--- src/rtl/mmio_uart_tx.sv ---
// Memory-mapped 8N1 UART transmitter with a store-fed FIFO and combinational STATUS read.
// Define MMIO_UART_PARITY_EN to insert an even-parity bit between the data and stop bits.
module mmio_uart_tx #(
   parameter logic [31:0] BASE_ADDR  = 32'hFFFF_0000,
   parameter int          CLK_DIV    = 434,
   parameter int          FIFO_DEPTH = 8
) (
   input  logic        clk,
   input  logic        rst_n,
   input  logic        dm_wr,
   input  logic        dm_rd,
   input  logic [31:0] addr,
   input  logic [31:0] wdata,
   output logic        hit,
   output logic [31:0] rdata,
   output logic        tx,
   output logic        busy
);
   localparam int AW = $clog2(FIFO_DEPTH);
   localparam int DW = $clog2(CLK_DIV);

   typedef enum logic [2:0] {
      S_IDLE, S_START, S_DATA, S_STOP
`ifdef MMIO_UART_PARITY_EN
      , S_PARITY
`endif
   } state_t;

   state_t        state_q, state_d;
   logic [DW-1:0] div_q, div_d;
   logic [2:0]    bit_q, bit_d;
   logic [7:0]    shift_q, shift_d;
   logic          tx_q, tx_d;
   logic          busy_q, busy_d;
   logic [AW-1:0] rd_ptr_q, rd_ptr_d, wr_ptr_q, wr_ptr_d;
   logic [AW:0]   cnt_q, cnt_d;
   logic          ovf_q, ovf_d;
   logic [7:0]    mem_q [FIFO_DEPTH];

   logic full, empty, div_end, pop, push, push_req, stat_wr, ovf_set;
   logic [7:0]  head;
   logic [7:0]  cnt8;
   logic [31:0] status;
   logic        par_flag;
   logic        unused_ok;

   assign hit      = (addr[31:3] == BASE_ADDR[31:3]);
   assign full     = (cnt_q == (AW+1)'(FIFO_DEPTH));
   assign empty    = (cnt_q == '0);
   assign div_end  = (div_q == DW'(CLK_DIV - 1));
   assign head     = mem_q[rd_ptr_q];
   assign push_req = dm_wr && hit && !addr[2];
   assign stat_wr  = dm_wr && hit && addr[2];

   // A byte leaves the FIFO when idle, or at the end of a stop bit so frames abut.
   assign pop      = !empty && ((state_q == S_IDLE) || (state_q == S_STOP && div_end));
   assign push     = push_req && (!full || pop);
   assign ovf_set  = push_req && full && !pop;

`ifdef MMIO_UART_PARITY_EN
   logic par_q, par_d;
   assign par_flag = 1'b1;
   always_comb begin
      par_d = par_q;
      if (pop) par_d = ^head;
   end
   always_ff @(posedge clk or negedge rst_n) begin
      if (!rst_n) par_q <= 1'b0;
      else        par_q <= par_d;
   end
`else
   assign par_flag = 1'b0;
`endif

   // State register
   always_ff @(posedge clk or negedge rst_n) begin
      if (!rst_n) begin
         state_q  <= S_IDLE;
         div_q    <= '0;
         bit_q    <= '0;
         shift_q  <= '0;
         tx_q     <= 1'b1;
         busy_q   <= 1'b0;
         rd_ptr_q <= '0;
         wr_ptr_q <= '0;
         cnt_q    <= '0;
         ovf_q    <= 1'b0;
      end else begin
         state_q  <= state_d;
         div_q    <= div_d;
         bit_q    <= bit_d;
         shift_q  <= shift_d;
         tx_q     <= tx_d;
         busy_q   <= busy_d;
         rd_ptr_q <= rd_ptr_d;
         wr_ptr_q <= wr_ptr_d;
         cnt_q    <= cnt_d;
         ovf_q    <= ovf_d;
      end
   end

   // Storage needs no reset: the pointers define which entries are valid.
   always_ff @(posedge clk) begin
      if (push) mem_q[wr_ptr_q] <= wdata[7:0];
   end

   // Next-state logic
   always_comb begin
      state_d = state_q;
      case (state_q)
         S_IDLE:  if (!empty) state_d = S_START;
         S_START: if (div_end) state_d = S_DATA;
         S_DATA:
            if (div_end && bit_q == 3'd7) begin
`ifdef MMIO_UART_PARITY_EN
               state_d = S_PARITY;
`else
               state_d = S_STOP;
`endif
            end
`ifdef MMIO_UART_PARITY_EN
         S_PARITY: if (div_end) state_d = S_STOP;
`endif
         S_STOP:  if (div_end) state_d = empty ? S_IDLE : S_START;
         default: state_d = S_IDLE;
      endcase
   end

   // Datapath and FIFO bookkeeping
   always_comb begin
      div_d    = (state_q == S_IDLE || div_end) ? '0 : div_q + DW'(1);
      bit_d    = bit_q;
      shift_d  = shift_q;
      if (pop) begin
         shift_d = head;
         bit_d   = '0;
      end else if (state_q == S_DATA && div_end) begin
         shift_d = shift_q >> 1;
         bit_d   = bit_q + 3'd1;
      end
      rd_ptr_d = pop  ? rd_ptr_q + AW'(1) : rd_ptr_q;
      wr_ptr_d = push ? wr_ptr_q + AW'(1) : wr_ptr_q;
      case ({push, pop})
         2'b10:   cnt_d = cnt_q + (AW+1)'(1);
         2'b01:   cnt_d = cnt_q - (AW+1)'(1);
         default: cnt_d = cnt_q;
      endcase
      ovf_d = ovf_q;
      if (stat_wr && wdata[3]) ovf_d = 1'b0;
      if (ovf_set)             ovf_d = 1'b1;
   end

   // Output logic: the line level follows the state being entered.
   always_comb begin
      case (state_d)
         S_START:    tx_d = 1'b0;
         S_DATA:     tx_d = shift_d[0];
`ifdef MMIO_UART_PARITY_EN
         S_PARITY:   tx_d = par_q;
`endif
         default:    tx_d = 1'b1;
      endcase
      busy_d = (state_q != S_IDLE) || !empty;
   end

   assign cnt8   = 8'(cnt_q);
   assign status = {16'h0, cnt8, 3'b000, par_flag, ovf_q, busy_q, empty, full};
   assign rdata  = (hit && dm_rd && addr[2]) ? status : 32'h0;
   assign tx     = tx_q;
   assign busy   = busy_q;

   assign unused_ok = ^{addr[1:0], wdata[31:8]};
endmodule

--- config.mk ---
export PLATFORM = sky130hd
export DESIGN_NAME = mmio_uart_tx
export DESIGN_NICKNAME = d
export VERILOG_FILES = /design/src/rtl/mmio_uart_tx.sv
export SDC_FILE = /design/constraint.sdc
export NUM_CORES = 1
export LEC_CHECK = 0
export ABC_AREA = 1
export CELL_PAD_IN_SITES_DETAIL_PLACEMENT = 0
export CELL_PAD_IN_SITES_GLOBAL_PLACEMENT = 1
export CORE_ASPECT_RATIO = 1.5
export CORE_MARGIN = 2
export CORE_UTILIZATION = 39
export DETAILED_ROUTE_END_ITERATION = 7
export PLACE_DENSITY_LB_ADDON = 0.15
export SLEW_MARGIN = 15
export SYNTH_ARGS = -nofsm -noshare
export SYNTH_HDL_FRONTEND = slang
export SYNTH_SLANG_ARGS = --single-unit
--- constraint.sdc ---
create_clock -name clk -period 2.6 [get_ports clk]
set_input_delay 0.52 -clock clk [delete_from_list [all_inputs] [get_ports clk]]
set_output_delay 0.52 -clock clk [all_outputs]
set_load 0.1 [all_outputs]
# Word-level counts from Yosys, hierarchy flattened
# Memories as Yosys holds them, arrays and structs flattened.
# Cells that the tools add are included.
[totals]
memories = 1
ramBits = 64
reg_bits = 36
output_inout_bits = 35
input_bits = 68
[mem_list]
columns = ["memory", "words", "width", "rd", "rd_ports_with_merged_regs", "wr", "line", "rtl"]
rows = [
  ["mem_q", 8, 8, 1, 0, 1, "38", "logic [7:0] mem_q [FIFO_DEPTH];"],
]
[op_classes]
reduce_logical = 27
add_sub_neg = 6
mux = 18
n_eq_ne = 11
[op_table]
columns = ["op", "n"]
rows = [
  ["== test 29 bit (second input constant)", 1],
  ["two-way mux 3 bit", 6],
  ["two-way mux 8 bit", 2],
  ["logical AND 1 bit", 13],
  ["two-way mux 12 bit", 1],
  ["case mux 3 bit (4 select lines)", 1],
  ["adder 3 x 1 -> 3 bit (second input constant)", 3],
  ["adder 9 x 1 -> 9 bit (second input constant)", 1],
  ["== test 3 x 2 -> 1 bit (second input constant)", 3],
  ["== test 9 bit (second input constant)", 1],
  ["two-way mux 9 bit", 1],
  ["case mux 4 bit (2 select lines)", 1],
  ["== test 3 x 1 -> 1 bit (second input constant)", 2],
  ["nonzero test 2 bit", 3],
  ["two-way mux 1 bit", 5],
  ["adder 4 x 1 -> 4 bit (second input constant)", 1],
  ["== test 4 bit (second input constant)", 1],
  ["zero test 1 bit", 4],
  ["zero test 4 bit", 1],
  ["logical OR 1 bit", 4],
  ["subtractor 4 x 1 -> 4 bit (second input constant)", 1],
  ["== test 3 bit (second input constant)", 1],
  ["zero test 3 bit", 1],
  ["nonzero test 3 bit", 1],
  ["3 further kinds", 3],
]

# Depth between registers and ports, before layout
[logic_depth]
ltp_word = 8
mapped_depth = 20
mapped_depth_nobuf = 20

# Worst setup path after synthesis
# No wires, ideal clock.
[synth_path]
kind = "input -> output"
startpoint = "input addr[11]"
endpoint = "output rdata[0]"
stages = 9
required_ns = 2.080
path_slack_ns = -1.940
arrival_time_ns = 4.020
path_cell_list = "inv_1 -> nand2_1 -> nor2_1 -> nand2_1 -> nor2_1 -> nand2_1 -> inv_1 -> nand3_1 -> nor3_1"
[synth_between]
elab_chain_cells = 4
[synth_rtl]
columns = ["item", "line", "rtl"]
rows = [
  ["start, declared", "12", "input logic [31:0] addr,"],
  ["== test 29 bit", "47", "assign hit = (addr[31:3] == BASE_ADDR[31:3]);"],
  ["net hit", "14", "output logic hit,"],
  ["logical AND 1 bit (2 in a row)", "168", "assign rdata = (hit && dm_rd && addr[2]) ? status : 32'h0;"],
  ["two-way mux 12 bit", "168", ""],
  ["end, declared", "15", "output logic [31:0] rdata,"],
]
# The timed path passes the listed nets, and every way through them passes these cells.

# Worst setup path in the final report
[layout_path]
startpoint = "input addr[15]"
endpoint = "output rdata[2]"
[layout_between]
elab_chain_cells = 4
[layout_rtl]
columns = ["item", "line"]
rows = [
  ["== test 29 bit", "47"],
  ["logical AND 1 bit (2 in a row)", "168"],
  ["two-way mux 12 bit", "168"],
]
# No other way between the ends.

==> summary.md <==
| Metric | Value |
|---|---|
| Synth Warn # | 0 |
| GRT Total Usage | approximately 17% |
| Worst setup margin | 0.134 ns |
| Wirelength per Cell | between 10 and 15 um |
| Post-synth top cells | 94 x nand2_1, 66 x nor2_1, 64 x edfxtp_1, 41 x inv_1, 35 x dfrtp_1 |
| Minimum clock period | 2.47 ns |
| Post-synth top area cell | edfxtp_1 |
| Main synth FF type | edfxtp_1 |
| Share of the synthesized area in the top cell type | 40.7% |
| Grt total ovfl | 0 |
| Worst Setup Slack post-DPL | -0.280 ns |
| Area post-placement | 5640 um2 |
| Max Clk Rate | 406 MHz |
| Vias per std cell | about 4.7 |
| Clock Path Buffers | 2 |
| Data arrival, critical path | between 1.5 and 2 ns |
| CP Class | input pin to primary output |
| Worst slew pin tran | 0.828 ns |
| Residual DRC | 0 |
| Num CTS Buffers | 9 |
| CP Buf/Inv Count | 5 |
| Largest net degree at the start of global routing | 37 |
| Critical path fanouts, max | 4 |
| Pins Over Slew Limit | 0 |
| Final count of negative-setup-slack endpoints | 0 |
| Post-route ant nets | 0 |
| Max_slew headroom | 44.8% |
| Initial Util | approximately two fifths |
| CTS sink cnt | 100 |
| Reg clk slew, reported paths | approximately 0.07 ns |
| Gp weighted congestion | 0.791 |
| CP max stage cell | dlygate4sd2_1 |
| Worst Skew | approximately 0.0065 ns |
| #FFs+latches synth | 100 |
| R2r setup slk | just under 0.3 ns |
| Power, Total | 4.58 mW |
| Synth-to-Final Area Change | 27.3% |
| Final hold vios | 0 |
| Mapped cell area | between 4000 and 5000 um2 |
| Logic pwr share | a little under a third |
| Async S/R FF share, synth | 36.0% |
| Flop pwr share | 43.1% |
| Initial antenna violation count | 0 |
| IO Pins | ~100 |
| Switch share | between 30 and 40% |
| Final instance area | ~6000 um2 |
| Drt total wl | ~10 mm |
| Pwr dens | roughly 760 nW/um2 |
| P_sw | about 1.6 mW |
| First-pass GRT wire length | 16.7 mm |
| Die Ht | roughly 140 um |
| Max-cap viol count | 0 |
| CTS Root Buffer Type | clkbuf_16 |
| Die Width | roughly 94 um |
| CP delay by family, top | buffers and inverters |
| Number of global-route vias before repair | roughly 3400 |
| Clk pwr share | approximately 27% |
| Ranking of synthesized cells by area | edfxtp_1 41%, dfrtp_1 19%, nand2_1 7.5%, nor2_1 5.2%, buf_4 3.8% |
| Largest stage delay, worst path | a little under 0.3 ns |
| EDFF count, synth | between 60 and 70 |
| Mapped Cells | 467 |
| Worst path cell trace | dlygate4sd2_1, inv_8, nand2_2, nor2_2, nand2_1, nor2_2, nand2_2, clkinvlp_4, nand3_4, buf_6, nor2_4, buf_12 |
| Post-synth cell types | 42 |
| Period utilization | 94.8% |
| Hold Buf Count CTS | 0 |
| Share of cells above drive strength 1 | between 15 and 20% |
| Starting DRT DRC Count | about 100 |
| Worst Hold Slack | roughly 0.28 ns |
| Core box area | ~12000 um2 |
| Placed Cells | slightly below 700 |
| Nets | 628 |
| Most instantiated library cell after synthesis | nand2_1 |
| CP startpoint kind | input pin |
| Internal | 2.96 mW |
| Critical Path RT | 2.08 ns |
| Critical path endpoint category | primary output |
| Site Rows | 49 |
| Fin cells | around 710 |
| Peak supply drop | a little under 0.0004 V |
| Sequential-to-total area share from yosys stat | about three fifths |
| H-tree depth | 3 |
| Post-DP HPWL | roughly 7 mm |
| RSZ-0062 raised after global routing | false |
| Antenna diodes | 0 |
| Leak | 2.57 nW |
| Worst hold-check path type | input pin to async pin |
| Clock Latency Late Sink | between 0.3 and 0.4 ns |
| Port Buf Inserts | 52 |
| Vias | 3345 |
| 1st-pass router iterations | 4 |
| Avg Cell Area, Syn | 10.1 um2 |
| Status | complete, no violations |
| Die area | roughly 13000 um2 |
| Clock tree from TritonCTS | done |
==> state kept, by name, summed over array words and instances (netlist names), 3 cells and up <==
| signal | count |
|---|---|
| bit_q | 3 |
| wr_ptr_q | 3 |
| div_q | 9 |
| mem_q | 64 |
| cnt_q | 4 |
| state_q | 3 |
| shift_q | 8 |
| rd_ptr_q | 3 |
==> power groups by stage <==
stage | Clock (mW) | Combinational (mW) | Sequential [mW]
after CTS | 1.26 | 1.37 | 1.97
final | 1.23 | 1.38 | 1.97
after global placement | 0 | 1.36 | 2.00
after floorplan | 0 | 1.05 | 1.97
after detailed placement | 0 | 1.38 | 2.00
after global routing | 1.33 | 1.56 | 1.99
==> timing repair <==
| item | 4_1_cts | 5_1_grt |
|---|---|---|
| pin swaps | 20 | 7 |
| resized for setup | 31 | 9 |
| setup buffers | 6 | 2 |
| setup endpoints to repair | 8 | 9 |
==> cell families (layout without fill, tap and decap cells) <==
kind of cell             count (synthesis)  after routing  share of synthesized area, %
other                                    1             25                        0.0794
multiplexers                             6              6                          1.27
flip-flops                             100            100                          59.8
buffers and inverters                   82            147                          8.77
AND/OR/NAND/NOR                        201            201                          18.4
XOR/XNOR                                 6              6                          1.27
AO/OA/AOI/OAI                           62             62                          7.85
adder cells (fa/ha/maj)                  9              9                          2.54
==> path summary, 6_finish.rpt <==
kind / start / end / depth (start not counted)
setup / recovery: addr[15] / rdata[2] / 12
hold / removal: rst_n / div_q[6] / 1
setup reg to reg: div_q[1] / cnt_q[3] / 19
hold reg to reg: div_q[0] / div_q[0] / 1
max in group asynchronous: rst_n / bit_q[0] / 1
min in group clk: div_q[0] / div_q[0] / 1
==> per-stage QoR <==
| step | TNS [ns] | utilization (%) |
|---|---|---|
| after global routing | 0 | 50.5 |
| after floorplan | -0.877 | - |
| after detailed placement | -12.36 | 47.4 |
| final | 0 | 50.5 |
| after CTS | 0 | 50.0 |
| after global placement | -9.72 | 47.4 |
==> worst register-to-register path: cells and delay by family, from the launching register on <==
kind / cells / cell delay, ns
and+or+nand+nor: 11 / 0.96
AOI/OAI and AO/OA: 1 / 0.17
buffers and inverters: 5 / 0.34
adders and majority gates: 2 / 0.35
DFF: 1 / 0.40
==> layer usage <==
metal | track usage [%] | part of all wire (%) | vias to the layer above
li1 | - | - | 1683
met2 | 30.9 | 55 | 51
met3 | 2.45 | 3.0 | 14
met5 | 0 | 0 | -
met4 | 6.64 | 2.0 | 0
met1 | 19.2 | 40 | 1597
==> cells in the final DEF (no fill, tap or decap), types with 8 or more instances in the layout <==
| master | synthesis | routed |
|---|---|---|
| buf_12 | 0 | 9 |
| o21ai_0 | 32 | 32 |
| nor2_1 | 66 | 55 |
| nand2_1 | 94 | 92 |
| edfxtp_1 | 64 | 64 |
| buf_4 | 24 | 31 |
| inv_1 | 41 | 36 |
| dlygate4sd2_1 | 0 | 23 |
| conb_1 | 1 | 25 |
| nor3_1 | 16 | 15 |
| clkdlybuf4s50_1 | 0 | 11 |
| dfrtp_1 | 35 | 35 |
| clkbuf_16 | 0 | 9 |
| nand3_1 | 9 | 8 |
==> final cells by class <==
cell class,instances,area (um2)
fill,1130,5890
inverter,47,195
timing repair buffer,84,838
multi-input combinational,309,1690
clock inverter,6,38.8
clock buffer,10,229
sequential,100,2820
tap,153,191
No activity file was read; power rests on OpenSTA's default activity.
